[config.mk]
export PLATFORM = sky130hd
export DESIGN_NAME = instruction_fetch_unit
export DESIGN_NICKNAME = d
export VERILOG_FILES = /design/src/rtl/ifu_pkg.sv /design/src/rtl/instruction_parser.sv /design/src/rtl/instruction_fetch_unit.sv
export SDC_FILE = /design/constraint.sdc
export NUM_CORES = 1
export LEC_CHECK = 0
export CAP_MARGIN = 20
export CORE_ASPECT_RATIO = 0.8
export CORE_MARGIN = 2
export CORE_UTILIZATION = 62
export CTS_BUF_LIST = sky130_fd_sc_hd__clkbuf_2 sky130_fd_sc_hd__clkbuf_4 sky130_fd_sc_hd__clkbuf_8
export CTS_CLUSTER_DIAMETER = 120
export CTS_CLUSTER_SIZE = 12
export DETAILED_ROUTE_END_ITERATION = 6
export DONT_BUFFER_PORTS = 1
export PLACE_DENSITY_LB_ADDON = 0.15
export SYNTH_ARGS = -nofsm -noshare
export SYNTH_HDL_FRONTEND = slang
export SYNTH_SLANG_ARGS = --single-unit
export TNS_END_PERCENT = 1
[constraint.sdc]
create_clock -name clk -period 3 [get_ports clk]
set_input_delay 0.15 -clock clk [delete_from_list [all_inputs] [get_ports clk]]
set_output_delay 0.15 -clock clk [all_outputs]
set_load 0.03 [all_outputs]
[src/rtl/ifu_pkg.sv]
// Shared types and constants for the instruction fetch unit.
// Optional misaligned-branch trap is enabled with IFU_MISALIGN_TRAP_EN.
package ifu_pkg;

    typedef enum logic [1:0] {
        IDLE  = 2'd0,
        FETCH = 2'd1,
        WAIT  = 2'd2
    } ifu_state_e;

    localparam int unsigned PC_INC = 4;
    localparam int INSTR_W         = 32;

    // Instruction field bit positions used by the decode-side parser
    localparam int OPCODE_MSB     = 6;
    localparam int OPCODE_LSB     = 0;
    localparam int FUNCT3_MSB     = 14;
    localparam int FUNCT3_LSB     = 12;
    localparam int FUNCT7_ALT_BIT = 30;

endpackage

[src/rtl/instruction_parser.sv]
// Combinational extraction of the opcode and control-unit funct field
// from a 32-bit instruction word.
module instruction_parser
    import ifu_pkg::*;
(
    input  logic [INSTR_W-1:0] instr,
    output logic [6:0]         opcode,
    output logic [3:0]         funct
);

    logic unused_bits;

    assign opcode = instr[OPCODE_MSB:OPCODE_LSB];
    assign funct  = {instr[FUNCT7_ALT_BIT], instr[FUNCT3_MSB:FUNCT3_LSB]};

    assign unused_bits = ^{instr[31], instr[29:15], instr[11:7]};

endmodule

[src/rtl/instruction_fetch_unit.sv]
// Single-outstanding instruction fetch unit with branch redirect and a held decode slot.
// Define IFU_MISALIGN_TRAP_EN to add the misalign output and ignore misaligned redirects.
module instruction_fetch_unit
    import ifu_pkg::*;
#(
    parameter int              PC_W     = 64,
    parameter logic [PC_W-1:0] RESET_PC = '0
) (
    input  logic               clk,
    input  logic               reset,
    output logic               imem_req,
    output logic [PC_W-1:0]    imem_addr,
    input  logic               imem_gnt,
    input  logic               imem_rvalid,
    input  logic [INSTR_W-1:0] imem_rdata,
    input  logic               branch_taken,
    input  logic [PC_W-1:0]    branch_target,
    output logic               out_valid,
    input  logic               out_ready,
    output logic [INSTR_W-1:0] instr,
    output logic [PC_W-1:0]    pc_out,
    output logic [6:0]         Opcode,
    output logic [3:0]         Funct
`ifdef IFU_MISALIGN_TRAP_EN
    ,
    output logic               misalign
`endif
);

    ifu_state_e      state, state_nxt;
    logic [PC_W-1:0] pc, pc_nxt, redirect_pc;
    logic            discard, discard_nxt;
    logic            out_valid_nxt;
    logic            load;
    logic            redirect;
    logic            can_issue;

`ifdef IFU_MISALIGN_TRAP_EN
    logic misalign_nxt;

    assign misalign_nxt = branch_taken && (branch_target[1:0] != 2'b00);
    assign redirect     = branch_taken && !misalign_nxt;
    assign redirect_pc  = branch_target;

    always_ff @(posedge clk or negedge reset) begin
        if (!reset) begin
            misalign <= 1'b0;
        end else begin
            misalign <= misalign_nxt;
        end
    end
`else
    assign redirect    = branch_taken;
    assign redirect_pc = branch_target & ~PC_W'(3);
`endif

    // A new request may only go out if the decode slot is free or drains this cycle
    assign can_issue = !out_valid || out_ready;
    assign imem_addr = pc;

    always_comb begin
        state_nxt   = state;
        pc_nxt      = pc;
        discard_nxt = discard;
        imem_req    = 1'b0;
        load        = 1'b0;

        case (state)
            IDLE: begin
                state_nxt = FETCH;
            end
            FETCH: begin
                imem_req = can_issue;
                if (can_issue && imem_gnt) begin
                    state_nxt   = WAIT;
                    discard_nxt = redirect;
                end
            end
            WAIT: begin
                if (imem_rvalid) begin
                    state_nxt   = FETCH;
                    discard_nxt = 1'b0;
                    load        = !discard && !redirect;
                    if (load) begin
                        pc_nxt = pc + PC_W'(PC_INC);
                    end
                end else if (redirect) begin
                    discard_nxt = 1'b1;
                end
            end
            default: begin
                state_nxt = IDLE;
            end
        endcase

        if (redirect) begin
            pc_nxt = redirect_pc;
        end

        // Redirect flushes the held word even if decode is not taking it
        if (redirect) begin
            out_valid_nxt = 1'b0;
        end else if (load) begin
            out_valid_nxt = 1'b1;
        end else if (out_valid && out_ready) begin
            out_valid_nxt = 1'b0;
        end else begin
            out_valid_nxt = out_valid;
        end
    end

    always_ff @(posedge clk or negedge reset) begin
        if (!reset) begin
            state     <= IDLE;
            pc        <= RESET_PC;
            discard   <= 1'b0;
            out_valid <= 1'b0;
            instr     <= '0;
            pc_out    <= '0;
        end else begin
            state     <= state_nxt;
            pc        <= pc_nxt;
            discard   <= discard_nxt;
            out_valid <= out_valid_nxt;
            if (load) begin
                instr  <= imem_rdata;
                pc_out <= pc;
            end
        end
    end

    instruction_parser u_parser (
        .instr  (instr),
        .opcode (Opcode),
        .funct  (Funct)
    );

endmodule

=== Word-level counts from Yosys, hierarchy flattened ===
Index checks and enable logic that the tools add are counted.
W data, S select, Z words.

* Register bits: 164
* Latch bits: 0
* RAM bits: 0
* Bits in read-only memories: 0
* Bits of input ports: 102
* Output and inout bits: 173
* Word-level logic and storage cells: 45
* Memories: 0

* Add/sub/neg operators: 1
* Multipliers: 0
* Divide/modulo/power cells: 0
* Magnitude comparators: 0
* Eq/ne operators: 5
* Shift operators: 0
* Muxes and demuxes: 17
* Bitwise gates (word level): 0
* Reductions and logical operators: 16

{| class="wikitable"
|+ Operator list
! cell !! count
|-
| $mux W64 || 4
|-
| $add A64 B3 Y64 const B || 1
|-
| $mux W1 || 9
|-
| $reduce_bool A2 Y1 || 4
|-
| $pmux W2 S3 || 1
|-
| $reduce_and A3 Y1 || 2
|-
| $mux W2 || 2
|-
| $ne A2 B2 Y1 const B || 2
|-
| $logic_and A1 B1 Y1 || 3
|-
| $logic_not A1 Y1 || 3
|-
| $ne A3 B3 Y1 const B || 1
|-
| $reduce_bool A3 Y1 || 1
|-
| $eq A2 B1 Y1 const B || 1
|-
| $eq A2 B2 Y1 const B || 1
|-
| $logic_not A2 Y1 || 1
|-
| $pmux W1 S2 || 1
|-
| $reduce_and A2 Y1 || 1
|-
| $logic_or A1 B1 Y1 || 1
|}

=== Depth between registers and ports, before layout ===
* Depth after elaboration: 6
* Gate-level depth with buffers: 8
* Mapped depth without buffers: 6

=== Cells and area by module ===
From an unflattened synthesis, not the netlist that was laid out.

* Cells, all modules: 700
* Area total of the unflattened synthesis: 7607.3 µm²

{| class="wikitable"
|+ By module, submodules not included
! module !! times used !! cells an instance !! area each (µm²) !! seq. area each (µm²)
|-
| instruction_fetch_unit || 1 || 689 || 7524.7 || 4003.8
|-
| instruction_parser || 1 || 11 || 82.6 || 0.0
|}

=== Worst setup path after synthesis ===
No wires, ideal clock.

* Path type: reg2reg
* From: register pc[22], in the netlist imem_addr[22]
* To: register pc[51], in the netlist imem_addr[51]
* Library setup time: 0.082 ns
* Arrival time: 2.613 ns
* Data required time: 2.918 ns
* Slack: 0.305 ns
* Cell stages (with the launch flop): 9
* Path buffers: 3
* Clock period less this slack: 2.695 ns
* Path through: dfrtp_1 > clkbuf_2 > nand3_2 > or4_1 > clkbuf_1 > or4_1 > buf_2 > or3_1 > a31oi_1

* Word-level cells in the longest chain between the ends: 5

{| class="wikitable"
|+ RTL lines
! element !! RTL line !! source
|-
| start, declared || instruction_fetch_unit.sv:31 || <nowiki>logic [PC_W-1:0] pc, pc_nxt, redirect_pc;</nowiki>
|-
| start signal, assigned || instruction_fetch_unit.sv:122 || <nowiki>pc <= pc_nxt;</nowiki>
|-
| $add A64 B3 Y64 || instruction_fetch_unit.sv:85 || <nowiki>pc_nxt = pc + PC_W'(PC_INC);</nowiki>
|-
| $mux W64 || instruction_fetch_unit.sv:84 || <nowiki>if (load) begin</nowiki>
|-
| $mux W64 || instruction_fetch_unit.sv:80 || <nowiki>if (imem_rvalid) begin</nowiki>
|-
| $mux W64 || instruction_fetch_unit.sv:68 || <nowiki>case (state)</nowiki>
|-
| $mux W64 || instruction_fetch_unit.sv:96 || <nowiki>if (redirect) begin</nowiki>
|}

Every way passes these cells. The select of a mux whose other input is x is not followed.
A chain may end at the register's enable or synchronous reset.

=== Worst setup path after layout ===
* From: register pc[13], in the netlist imem_addr[13]
* To: register pc[55], in the netlist imem_addr[55]

The elaborated chain is that of the path after synthesis.

==> results.md <==
- Register Area: 4000 µm²
- Detail Route Antenna Nets: 0
- Latest clock arrival within the worst-skew pair: 0.45 ns
- Share of total power in combinational logic: 17.3%
- Data arrival at the endpoint of the critical path: 3.05 ns
- Worst-case headroom to the max-slew limit: 48.8%
- Synth cell types: 50
- Number of I/O port buffers: 0
- Worst hold slack: -0.610 ns
- Clk network pwr share: 20.4%
- Fraction of power spent switching nets: a little over two fifths
- Placed cell count: 840
- Number of fillers in the final layout: 802
- Sequential group share of total power: roughly 62%
- Clock transition at the registers of the reported paths: 0.09 ns
- Warnings from Yosys: 0
- P per Cell Area: 814 nW/µm²
- Xor/xnor share of the synthesized area: 4.62%
- Fin nets: 909
- Share of the synthesized area in compound gates (AO/OA/AOI/OAI): 6.11%
- Final clock period utilization by the worst path: between 80% and 90%
- GR Overflow Total: 0
- Routability congestion estimate from global placement: 0.849
- Total clock buffers created by CTS: 17
- Leakage power summed over all cells: 0.00390 µW
- Via count of the routed design: between 6000 and 7000
- Hold-fix buffers at CTS: 99
- Floorplan Core Area: 12100 µm²
- Setup TNS Final: 0 ns
- Timing startpoint of the critical path: imem_addr[13]
- Critical Path Source Type: flip-flop
- Startpoint of the most critical register-to-register path: imem_addr[13]
- Share of synthesized flip-flops with an asynchronous set or reset: 100%
- Area share of the largest cell type after synthesis: 52.8%
- CTS tree: built
- Height of the die: 103 µm
- Net Switching: 3250 µW
- Number of standard-cell rows in the floorplan: 36
- Worst Clk Skew: 0.0103 ns
- Root Driver: clkbuf_8
- Synthesized area divided by synthesized cell count: 11.0 µm²
- Max-slew violation count: 0
- Mux contribution to synthesized area: 15.1%
- Initial antenna violation count: 0
- Cell types with the largest area share after synthesis: dfrtp_1 53%, mux2_2 14%, nand2_1 3.7%
- Final critical delay including setup and external delays: 2.69 ns
- Post-synthesis cell count: about 700
- Max IR drop VDD: around 0.0006 V
- Number of hold-slack violations in the final timing report: 160
- Number of endpoints failing setup at the final stage: 0
- Die width: 128 µm
- Synthesized-area fraction occupied by and/or/nand/nor cells: 17.4%
- Count of unresolved DRC violations after routing: 0
- Estimated wirelength of the detail-placed design: 13.6 mm
- WL per Instance: 21.7 µm
- Final WL: between 20 and 25 mm
- Total Die Area: 13100 µm²
- Status: finished with violations
- Share of layout cells above drive strength 1: roughly 22%
- Slack of the worst reg-to-reg path: 0.31 ns
- Violations in the final reports: negative hold slack
- Number of global-route vias before repair: approximately 6000
- Area taken by multi-input logic gates: roughly 3300 µm²
- Number of placed I/O pins: 275
- Placed cell areas: 7890 µm²
- Number of antenna cells inserted: 0
- P&R area growth vs syn: 22.3%
- Max Root-Sink Buffers: 2
- Max Freq: approximately 370 MHz
- Number of register bits inferred by synthesis: 160
- Library cell with the highest instance count after synthesis: dfrtp_1
- Internal cell power: 4300 µW
- Non-filler instance count after layout: between 900 and 1000
- Via density per instance: 6.25
- Largest fanout on the critical path: 8
- Number of max-cap violations: 0
- Gr usage total: 31.9%
- H-tree lvl count: 4
- Worst hold path class: primary input to async pin
- Data required time at the worst endpoint: 3.35 ns
- Area share of fa/ha/maj cells after synthesis: less than 1%
- Leading cell types by count after synthesis: 160 x dfrtp_1, 97 x mux2_2, 74 x nand2_1
- First DRT Iteration DRCs: 383
- RSZ-0062 raised after global routing: no
- Sequential share of the synthesized area: 52.8%
- Yosys top cell by area: dfrtp_1
- Area of the mapped netlist: 7580 µm²
- Critical path start-end classification: flip-flop to flip-flop
- Effective utilization at floorplan: 62.8%
- Slew of the pin with the lowest slew margin: 0.761 ns
- EDFF count, synth: 0
- Endpoint class of the critical path: flip-flop
- Critical R2R Capture: imem_addr[55]
- Top FF cell, synth: dfrtp_1
- Global-route wire length before repair: roughly 32 mm
- Dominant combinational cell family by area after synthesis: simple AND/OR/NAND/NOR gates
- Area of all placed cells without fillers: roughly 9300 µm²
- Cells on worst reg2reg path: 5
- Clock tree sinks: 160
- Last element of the critical path: imem_addr[55]
- Length of the first detailed-routing pass in iterations: 5
- Pin count of the biggest net entering global routing: 161
[layout make-up]
class | count | area share [%]
Clock buffer | 22 | 3.00
Sequential cell | 160 | 43.2
Inverter | 8 | 0.324
Clock inverter | 7 | 0.959
Multi-Input combinational cell | 474 | 35.7
Timing Repair Buffer | 145 | 14.7
Tap cell | 152 | 2.05
[worst min path at each step]
stage	startpoint	end	slack, ns
2_1_floorplan	reset	discard	-0.15
3_3_place_gp	reset	instr[21]	-0.14
3_5_place_dp	reset	instr[22]	-0.14
4_1_cts	reset	pc_out[5]	-0.63
5_1_grt	reset	pc_out[5]	-0.64
6_report	reset	instr[22]	-0.61
[cell usage in the layout (no fill, tap or decap), types with 17 or more instances in the layout]
cell type / instances
buf_4: 45
clkbuf_8: 18
dfrtp_1: 160
dlygate4sd3_1: 98
mux2_2: 97
nand2_1: 74
nand3_1: 33
nand4_1: 26
nor2_1: 20
nor3_1: 17
nor4_1: 20
o21ai_0: 48
xnor2_1: 22
xor2_1: 18
[logic make-up after synthesis]
| kind of cell | Yosys count |
|---|---|
| xor+xnor | 40 |
| buf+inv | 60 |
| simple gates | 248 |
| other cells | 1 |
| compound gates | 79 |
| flops | 160 |
| fa+ha+maj | 1 |
| mux | 102 |
[power groups by stage]
stage	combinational (µW)	sequential, µW	clock [µW]
2_1_floorplan	1050	4530	0
3_3_place_gp	1090	4690	0
3_5_place_dp	1150	4720	0
4_1_cts	1290	4680	1540
5_1_grt	1420	4780	1640
6_report	1310	4700	1540
[state kept, by name, indices dropped and copies added (netlist names)]
name	flops
discard	1
imem_addr	62
pc_out	62
instr	32
state	2
out_valid	1
[per-layer routing]
metal	track usage (%)	vias to the layer above	routed length [µm]
li1	-	2709	-
met1	42.5	2999	8760
met2	51.3	311	10000
met3	9.34	29	1810
met4	10.3	0	350
met5	0	-	0
[per-stage QoR]
step	util, %	total power, µW	setup WS [ns]	hold slack, ns
after global routing	76.7	7840	0.203	-0.639
after CTS	76.7	7520	0.325	-0.631
after floorplan	-	5580	0.305	-0.146
after detailed placement	65.4	5870	0.408	-0.143
after global placement	65.4	5770	0.442	-0.143
final	76.7	7540	0.305	-0.610
[what timing repair did]
item | CTS | global route
gates resized for setup | 0 | 0
setup buffers | 0 | 0
hold endpoints to repair | 258 | 160
[worst max-delay path, cell delays in order, from the launching register on]
cell and delay [ns]:
dfrtp_1 0.38, nand4_2 0.22, or4_1 0.73, or4_1 0.68, or3_1 0.35, a31oi_1 0.23
(Power assumes the default switching activity.)
